## config.mk

```make
export PLATFORM = sky130hd
export DESIGN_NAME = regfile_mp_flat
export DESIGN_NICKNAME = d
export VERILOG_FILES = /design/src/rtl/regfile_mp_if.sv /design/src/rtl/regfile_mp.sv /design/src/flat_wrapper.sv
export SDC_FILE = /design/constraint.sdc
export NUM_CORES = 1
export LEC_CHECK = 0
export CAP_MARGIN = 20
export CORE_MARGIN = 2
export CORE_UTILIZATION = 51
export DETAILED_ROUTE_END_ITERATION = 10
export PLACE_DENSITY_LB_ADDON = 0.12
export SLEW_MARGIN = 0
export SYNTH_ARGS = -nofsm -noshare
export SYNTH_HDL_FRONTEND = slang
export SYNTH_SLANG_ARGS = --single-unit
```

## constraint.sdc

```tcl
create_clock -name clk -period 15.4 [get_ports clk]
set_input_delay 2.31 -clock clk [delete_from_list [all_inputs] [get_ports clk]]
set_output_delay 2.31 -clock clk [all_outputs]
set_load 0.02 [all_outputs]
```

## src/rtl/regfile_mp_if.sv

```systemverilog
// Register-file port bundle: two read ports, two write ports, issue and debug.
// No latency of its own; carries no flow control because every port is accepted every cycle.
// master = the core pipeline driving the store, slave = the register file itself.
interface regfile_mp_if #(
    parameter int WIDTH = 32,
    parameter int DEPTH = 8,
    parameter int AW    = $clog2(DEPTH)
);
    logic [AW-1:0]    ra1;
    logic [AW-1:0]    ra2;
    logic [WIDTH-1:0] rd1;
    logic [WIDTH-1:0] rd2;
    logic             busy1;
    logic             busy2;

    logic             we0;
    logic [AW-1:0]    wa0;
    logic [WIDTH-1:0] wd0;
    logic             we1;
    logic [AW-1:0]    wa1;
    logic [WIDTH-1:0] wd1;

    logic             iss_v;
    logic [AW-1:0]    iss_a;
    logic [DEPTH-1:0] busy_vec;

    logic [AW-1:0]    dbg_a;
    logic [WIDTH-1:0] dbg_d;

    modport master (
        output ra1, ra2, we0, wa0, wd0, we1, wa1, wd1, iss_v, iss_a, dbg_a,
        input  rd1, rd2, busy1, busy2, busy_vec, dbg_d
    );

    modport slave (
        input  ra1, ra2, we0, wa0, wd0, we1, wa1, wd1, iss_v, iss_a, dbg_a,
        output rd1, rd2, busy1, busy2, busy_vec, dbg_d
    );
endinterface

```

## src/rtl/regfile_mp.sv

```systemverilog
// Dual-write register file with issue scoreboard and registered debug read.
// Write-to-read 1 cycle (0 with RF_BYPASS_EN), issue/clear 1 cycle, dbg_d 1 cycle.
// No backpressure: all ports accepted every cycle; RF_BYPASS_EN enables same-cycle write forwarding.
module regfile_mp #(
    parameter int               WIDTH     = 32,
    parameter int               DEPTH     = 8,
    parameter logic [WIDTH-1:0] RESET_VAL = WIDTH'(1),
    parameter int               ZERO_REG  = 0
) (
    input  logic         clk,
    input  logic         rst,
    regfile_mp_if.slave  bus
);
    localparam int AW = $clog2(DEPTH);

    logic [WIDTH-1:0] mem [DEPTH];
    logic [DEPTH-1:0] busy;
    logic [WIDTH-1:0] dbg_q;

    // An address maps to real storage only if in range and not the hard-wired zero register.
    function automatic logic readable(input logic [AW-1:0] a);
        return (int'(a) < DEPTH) && !((ZERO_REG != 0) && (a == '0));
    endfunction

    function automatic logic [WIDTH-1:0] stored_rd(input logic [AW-1:0] a);
        return readable(a) ? mem[a] : '0;
    endfunction

    function automatic logic stored_busy(input logic [AW-1:0] a);
        return readable(a) ? busy[a] : 1'b0;
    endfunction

`ifdef RF_BYPASS_EN
    function automatic logic [WIDTH-1:0] fwd_rd(input logic [AW-1:0] a);
        logic [WIDTH-1:0] d;
        d = stored_rd(a);
        if (readable(a)) begin
            if (bus.we1 && bus.wa1 == a) begin
                d = bus.wd1;
            end else if (bus.we0 && bus.wa0 == a) begin
                d = bus.wd0;
            end
        end
        return d;
    endfunction

    // A same-cycle producer write hides busy unless a new producer issues to the same register.
    function automatic logic fwd_busy(input logic [AW-1:0] a);
        logic hit;
        logic iss;
        hit = (bus.we1 && bus.wa1 == a) || (bus.we0 && bus.wa0 == a);
        iss = bus.iss_v && bus.iss_a == a;
        return stored_busy(a) && !(hit && !iss);
    endfunction

    always_comb begin
        bus.rd1   = fwd_rd(bus.ra1);
        bus.rd2   = fwd_rd(bus.ra2);
        bus.busy1 = fwd_busy(bus.ra1);
        bus.busy2 = fwd_busy(bus.ra2);
    end
`else
    always_comb begin
        bus.rd1   = stored_rd(bus.ra1);
        bus.rd2   = stored_rd(bus.ra2);
        bus.busy1 = stored_busy(bus.ra1);
        bus.busy2 = stored_busy(bus.ra2);
    end
`endif

    assign bus.busy_vec = busy;
    assign bus.dbg_d    = dbg_q;

    always_ff @(posedge clk or posedge rst) begin
        if (rst) begin
            for (int i = 0; i < DEPTH; i++) begin
                mem[i] <= RESET_VAL;
            end
            busy  <= '0;
            dbg_q <= '0;
        end else begin
            for (int i = 0; i < DEPTH; i++) begin
                if (!((ZERO_REG != 0) && (i == 0))) begin
                    // Port 1 has priority on an address collision.
                    if (bus.we1 && bus.wa1 == AW'(i)) begin
                        mem[i] <= bus.wd1;
                    end else if (bus.we0 && bus.wa0 == AW'(i)) begin
                        mem[i] <= bus.wd0;
                    end
                    if (bus.iss_v && bus.iss_a == AW'(i)) begin
                        busy[i] <= 1'b1;
                    end else if ((bus.we1 && bus.wa1 == AW'(i)) ||
                                 (bus.we0 && bus.wa0 == AW'(i))) begin
                        busy[i] <= 1'b0;
                    end
                end
            end
            dbg_q <= stored_rd(bus.dbg_a);
        end
    end
endmodule

```

## src/flat_wrapper.sv

```systemverilog
// flat-port wrapper written by rule: the top's interface ports become plain ports
module regfile_mp_flat 
#(
    parameter int               WIDTH     = 32,
    parameter int               DEPTH     = 8,
    parameter logic [WIDTH-1:0] RESET_VAL = WIDTH'(1),
    parameter int               ZERO_REG  = 0
)
  (clk, rst, bus_ra1, bus_ra2, bus_we0, bus_wa0, bus_wd0, bus_we1, bus_wa1, bus_wd1, bus_iss_v, bus_iss_a, bus_dbg_a, bus_rd1, bus_rd2, bus_busy1, bus_busy2, bus_busy_vec, bus_dbg_d);
  regfile_mp_if #(.WIDTH(WIDTH), .DEPTH(DEPTH)) bus_i ();
  input  logic clk;
  input  logic rst;
  input wire logic [$bits(bus_i.ra1)-1:0] bus_ra1;
  input wire logic [$bits(bus_i.ra2)-1:0] bus_ra2;
  input wire logic [$bits(bus_i.we0)-1:0] bus_we0;
  input wire logic [$bits(bus_i.wa0)-1:0] bus_wa0;
  input wire logic [$bits(bus_i.wd0)-1:0] bus_wd0;
  input wire logic [$bits(bus_i.we1)-1:0] bus_we1;
  input wire logic [$bits(bus_i.wa1)-1:0] bus_wa1;
  input wire logic [$bits(bus_i.wd1)-1:0] bus_wd1;
  input wire logic [$bits(bus_i.iss_v)-1:0] bus_iss_v;
  input wire logic [$bits(bus_i.iss_a)-1:0] bus_iss_a;
  input wire logic [$bits(bus_i.dbg_a)-1:0] bus_dbg_a;
  output wire logic [$bits(bus_i.rd1)-1:0] bus_rd1;
  output wire logic [$bits(bus_i.rd2)-1:0] bus_rd2;
  output wire logic [$bits(bus_i.busy1)-1:0] bus_busy1;
  output wire logic [$bits(bus_i.busy2)-1:0] bus_busy2;
  output wire logic [$bits(bus_i.busy_vec)-1:0] bus_busy_vec;
  output wire logic [$bits(bus_i.dbg_d)-1:0] bus_dbg_d;
  assign bus_i.ra1 = bus_ra1;
  assign bus_i.ra2 = bus_ra2;
  assign bus_i.we0 = bus_we0;
  assign bus_i.wa0 = bus_wa0;
  assign bus_i.wd0 = bus_wd0;
  assign bus_i.we1 = bus_we1;
  assign bus_i.wa1 = bus_wa1;
  assign bus_i.wd1 = bus_wd1;
  assign bus_i.iss_v = bus_iss_v;
  assign bus_i.iss_a = bus_iss_a;
  assign bus_i.dbg_a = bus_dbg_a;
  assign bus_rd1 = bus_i.rd1;
  assign bus_rd2 = bus_i.rd2;
  assign bus_busy1 = bus_i.busy1;
  assign bus_busy2 = bus_i.busy2;
  assign bus_busy_vec = bus_i.busy_vec;
  assign bus_dbg_d = bus_i.dbg_d;
  regfile_mp #(.WIDTH(WIDTH), .DEPTH(DEPTH), .RESET_VAL(RESET_VAL), .ZERO_REG(ZERO_REG)) u_core (.clk(clk), .rst(rst), .bus(bus_i));
endmodule
```

==> reports/qor_table.md <==
| Metric | This run | Unit |
|---|---|---|
| Required time reported for the critical path endpoint | 13.09 | ns |
| Antenna violations before repair | 5 | - |
| Met3 layer usage reported by global route | 0.0521 | - |
| Via count of the first global-routing pass | 14,100 | - |
| Slew Viols, Final | 0 | - |
| Tightest Pin Transition | 0.961 | ns |
| Initial DRC count | 1,184 | - |
| Maximum net fanout on the critical path | 44 | - |
| Leakage Power | 9.01 | nW |
| Number of placed instances, taps included | 2,129 | - |
| Post-route standard cell area excluding fillers | 0.0221 | mm^2 |
| Number of nets in the layout | 1,744 | - |
| Sum of overflow across all layers after global routing | 0 | - |
| Buffers added on ports | 192 | - |
| Residual DRC | 0 | - |
| Vias per inst | 6.36 | - |
| First-pass GRT wire length | 88,900 | um |
| Wire per inst | 26.6 | um |
| Initial core utilization | 0.513 | - |
| Post-synthesis sequential area ratio | 0.386 | - |
| Worst clock skew on the final layout | 0.0117 | ns |
| Power per Cell Area | 132 | mW/mm^2 |
| Category of the critical setup timing path | input pin to output pin | - |
| Post-CTS clock slew at the launch and capture registers of the worst setup and hold paths | 0.06 | ns |
| Final count of negative-setup-slack endpoints | 0 | - |
| Net Count, Synth | 1,688 | - |
| CTS-repair resized insts | 0 | - |
| Busiest layer in global routing | met2 | - |
| Std cell rows | 71 | - |
| Area grow syn2layout | 15.2 | % |
| Post-synthesis register bit count | 296 | - |
| Worst Hold Slack | 0.579 | ns |
| Setup TNS | 0 | ns |
| CTS H-Tree Depth | 2 | - |
| Post-route fraction of the period consumed by the critical path | 0.479 | - |
| Vertical extent of the die | 198 | um |
| Die Width | 198 | um |
| Post-Synthesis Mean Instance Area | 12.0 | um^2 |
| Clock tree root buffer cell | clkbuf_16 | - |
| TritonCTS clock tree | built | - |
| RSZ-0062 raised after global routing | no | - |
| Final Power | 2.92 | mW |
| Number of search-and-repair iterations in the first detailed-routing pass | 7 | - |
| Placed inst area | 0.0209 | mm^2 |
| Area of the die | 0.0392 | mm^2 |
| Maximum count of clock buffers along a single path | 3 | - |
| Detail Placement HPWL | 33,000 | um |
| Hold-fix buffers, CTS | 0 | - |
| Synthesis Warnings | 0 | - |
| Core Area | 0.0374 | mm^2 |
| Pin count of the biggest net entering global routing | 119 | - |
| Combined global-route utilization of all metal layers | 0.305 | - |
| Count of maximum capacitance violations | 0 | - |
| Clock buffers created by TritonCTS | 36 | - |
| Worst IR Drop VDD | 0.136 | mV |
| Clock insertion delay at the later pin of the skew report | 0.52 | ns |
| Final antenna-violating net count | 0 | - |
| Routability congestion estimate from global placement | 0.787 | - |
| Worst-case headroom to the max-slew limit | 0.359 | - |
| Final Hold Vio Count | 0 | - |
| Post-CTS setup buffer count | 0 | - |
| Post-Route WL | 58,500 | um |
| Type of the tightest min-delay check | flop to flop | - |
| Number of standard cells in the final layout excluding fillers | 2,198 | - |
| Category of the worst setup path launch point | input pin | - |
| Top-level port count | 193 | - |
| Arrival time reported for the critical path endpoint | 5.07 | ns |
| Maximum clock frequency | 136 | MHz |
| Result of the run | completed | - |
| Layout cells sized above 1 | 0.237 | - |
| Clock period minus worst slack | 7.38 | ns |
| Cell area after synthesis | 0.0192 | mm^2 |
| Count of cell types in the netlist | 27 | - |
| Fraction of met2 tracks used by global routing | 0.497 | - |
| Synth Instances | 1,601 | - |
| TritonCTS Sinks | 296 | - |
| GR Util met1 | 0.416 | - |
| Total number of vias | 14,000 | - |
| Capturing element type of the critical path | output pin | - |
==> where the power goes <==
| part | total [mW] | switching (mW) | internal, mW |
|---|---|---|---|
| combinational | 0.908 | 0.390 | 0.519 |
| clock | 0.873 | 0.348 | 0.524 |
| sequential | 1.14 | 0.180 | 0.960 |
==> cells by family after synthesis <==
| logic type | synth area share |
|---|---|
| muxes | 0.423 |
| DFF | 0.386 |
| and+or+nand+nor | 0.0620 |
| AOI/OAI and AO/OA | 0.0696 |
| buffers and inverters | 0.0587 |
==> state kept, by name, summed over array words and instances (netlist names) <==
name,flops
u_core.bus.dbg_d,32
u_core.bus.busy_vec,8
u_core.mem,256
==> cells in the final DEF (no fill, tap or decap), types with 3 or more instances in the layout <==
master,Yosys,routed
nand4b_1,6,6
nand2b_1,5,5
o21ai_0,116,116
a21oi_1,128,128
mux4_2,184,184
clkbuf_8,0,10
clkdlybuf4s50_1,0,183
o32ai_1,4,4
clkbuf_1,102,8
buf_2,40,3
nand2_1,130,130
dfstp_2,8,8
clkbuf_16,0,37
o21ai_1,16,16
mux2i_1,256,256
mux2_2,98,98
buf_4,18,35
mux4_1,10,10
clkinv_2,0,6
and4bb_2,6,6
nand3_1,4,4
nor2_1,128,128
dfrtp_1,288,288
==> area by class of cell <==
class | instances | area (um^2)
clock inverters | 11 | 115
flip-flops and latches | 296 | 7420
diodes | 2 | 5.00
fillers | 3084 | 15300
clock buffers | 55 | 1090
repair buffers | 223 | 2150
multi-input cells | 1097 | 10700
inverters | 3 | 18.8
well taps | 511 | 639
==> per-stage QoR <==
step                utilization  worst slack, ns
floorplan                     -             4.93
global placement          0.558             7.99
detailed placement        0.558             7.98
CTS                       0.590             7.98
global route              0.591             7.85
finish                    0.591             8.02
==> cells in the mapped netlist <==
library cell / count / share of area
clkbuf_2: 2 / 0.00052
buf_2: 40 / 0.010
mux4_1: 10 / 0.014
o21ai_1: 16 / 0.0042
nand4b_1: 6 / 0.0027
dfstp_2: 8 / 0.011
dfrtp_1: 288 / 0.38
a21oi_1: 128 / 0.033
clkbuf_1: 102 / 0.020
nor2_1: 128 / 0.025
mux2_2: 98 / 0.058
buf_1: 12 / 0.0023
buf_4: 18 / 0.0070
o21ai_0: 116 / 0.030
nand3_1: 4 / 0.0010
inv_1: 3 / 0.00059
o32ai_1: 4 / 0.0018
nand2_1: 130 / 0.025
nor4b_2: 2 / 0.0016
buf_6: 29 / 0.017
nand2b_1: 5 / 0.0016
and4bb_2: 6 / 0.0039
clkbuf_4: 2 / 0.00078
mux2i_1: 256 / 0.13
mux4_4: 2 / 0.0026
mux4_2: 184 / 0.22
nand4_1: 2 / 0.00065
==> per-layer routing <==
layer  share of wire  vias up
met5         0.00022        -
met4           0.033        2
met3           0.074      135
met2            0.48      648
met1            0.41     7124
li1                -     6061
==> path summary, 6_finish.rpt <==
check	start	end	slack (ns)	depth (start not counted)
setup / recovery	bus_ra2[0]	bus_rd2[14]	8.02	5
hold / removal	u_core.mem[224]$_DFFE_PP1P_	u_core.mem[224]$_DFFE_PP1P_	0.58	2
setup reg to reg	u_core.mem[159]$_DFFE_PP0P_	u_core.bus.dbg_d[31]$_DFF_PP0_	13.98	2
hold reg to reg	u_core.mem[224]$_DFFE_PP1P_	u_core.mem[224]$_DFFE_PP1P_	0.58	2
max in group asynchronous	rst	u_core.mem[255]$_DFFE_PP0P_	11.54	3
min in group asynchronous	rst	u_core.bus.dbg_d[22]$_DFF_PP0_	2.32	2
==> critical path: stages <==
cell	delay, ns
buf_4	0.41
buf_4	0.84
mux4_2	0.61
mux2_2	0.31
clkdlybuf4s50_1	0.55
No activity file was read; power rests on OpenSTA's default activity.
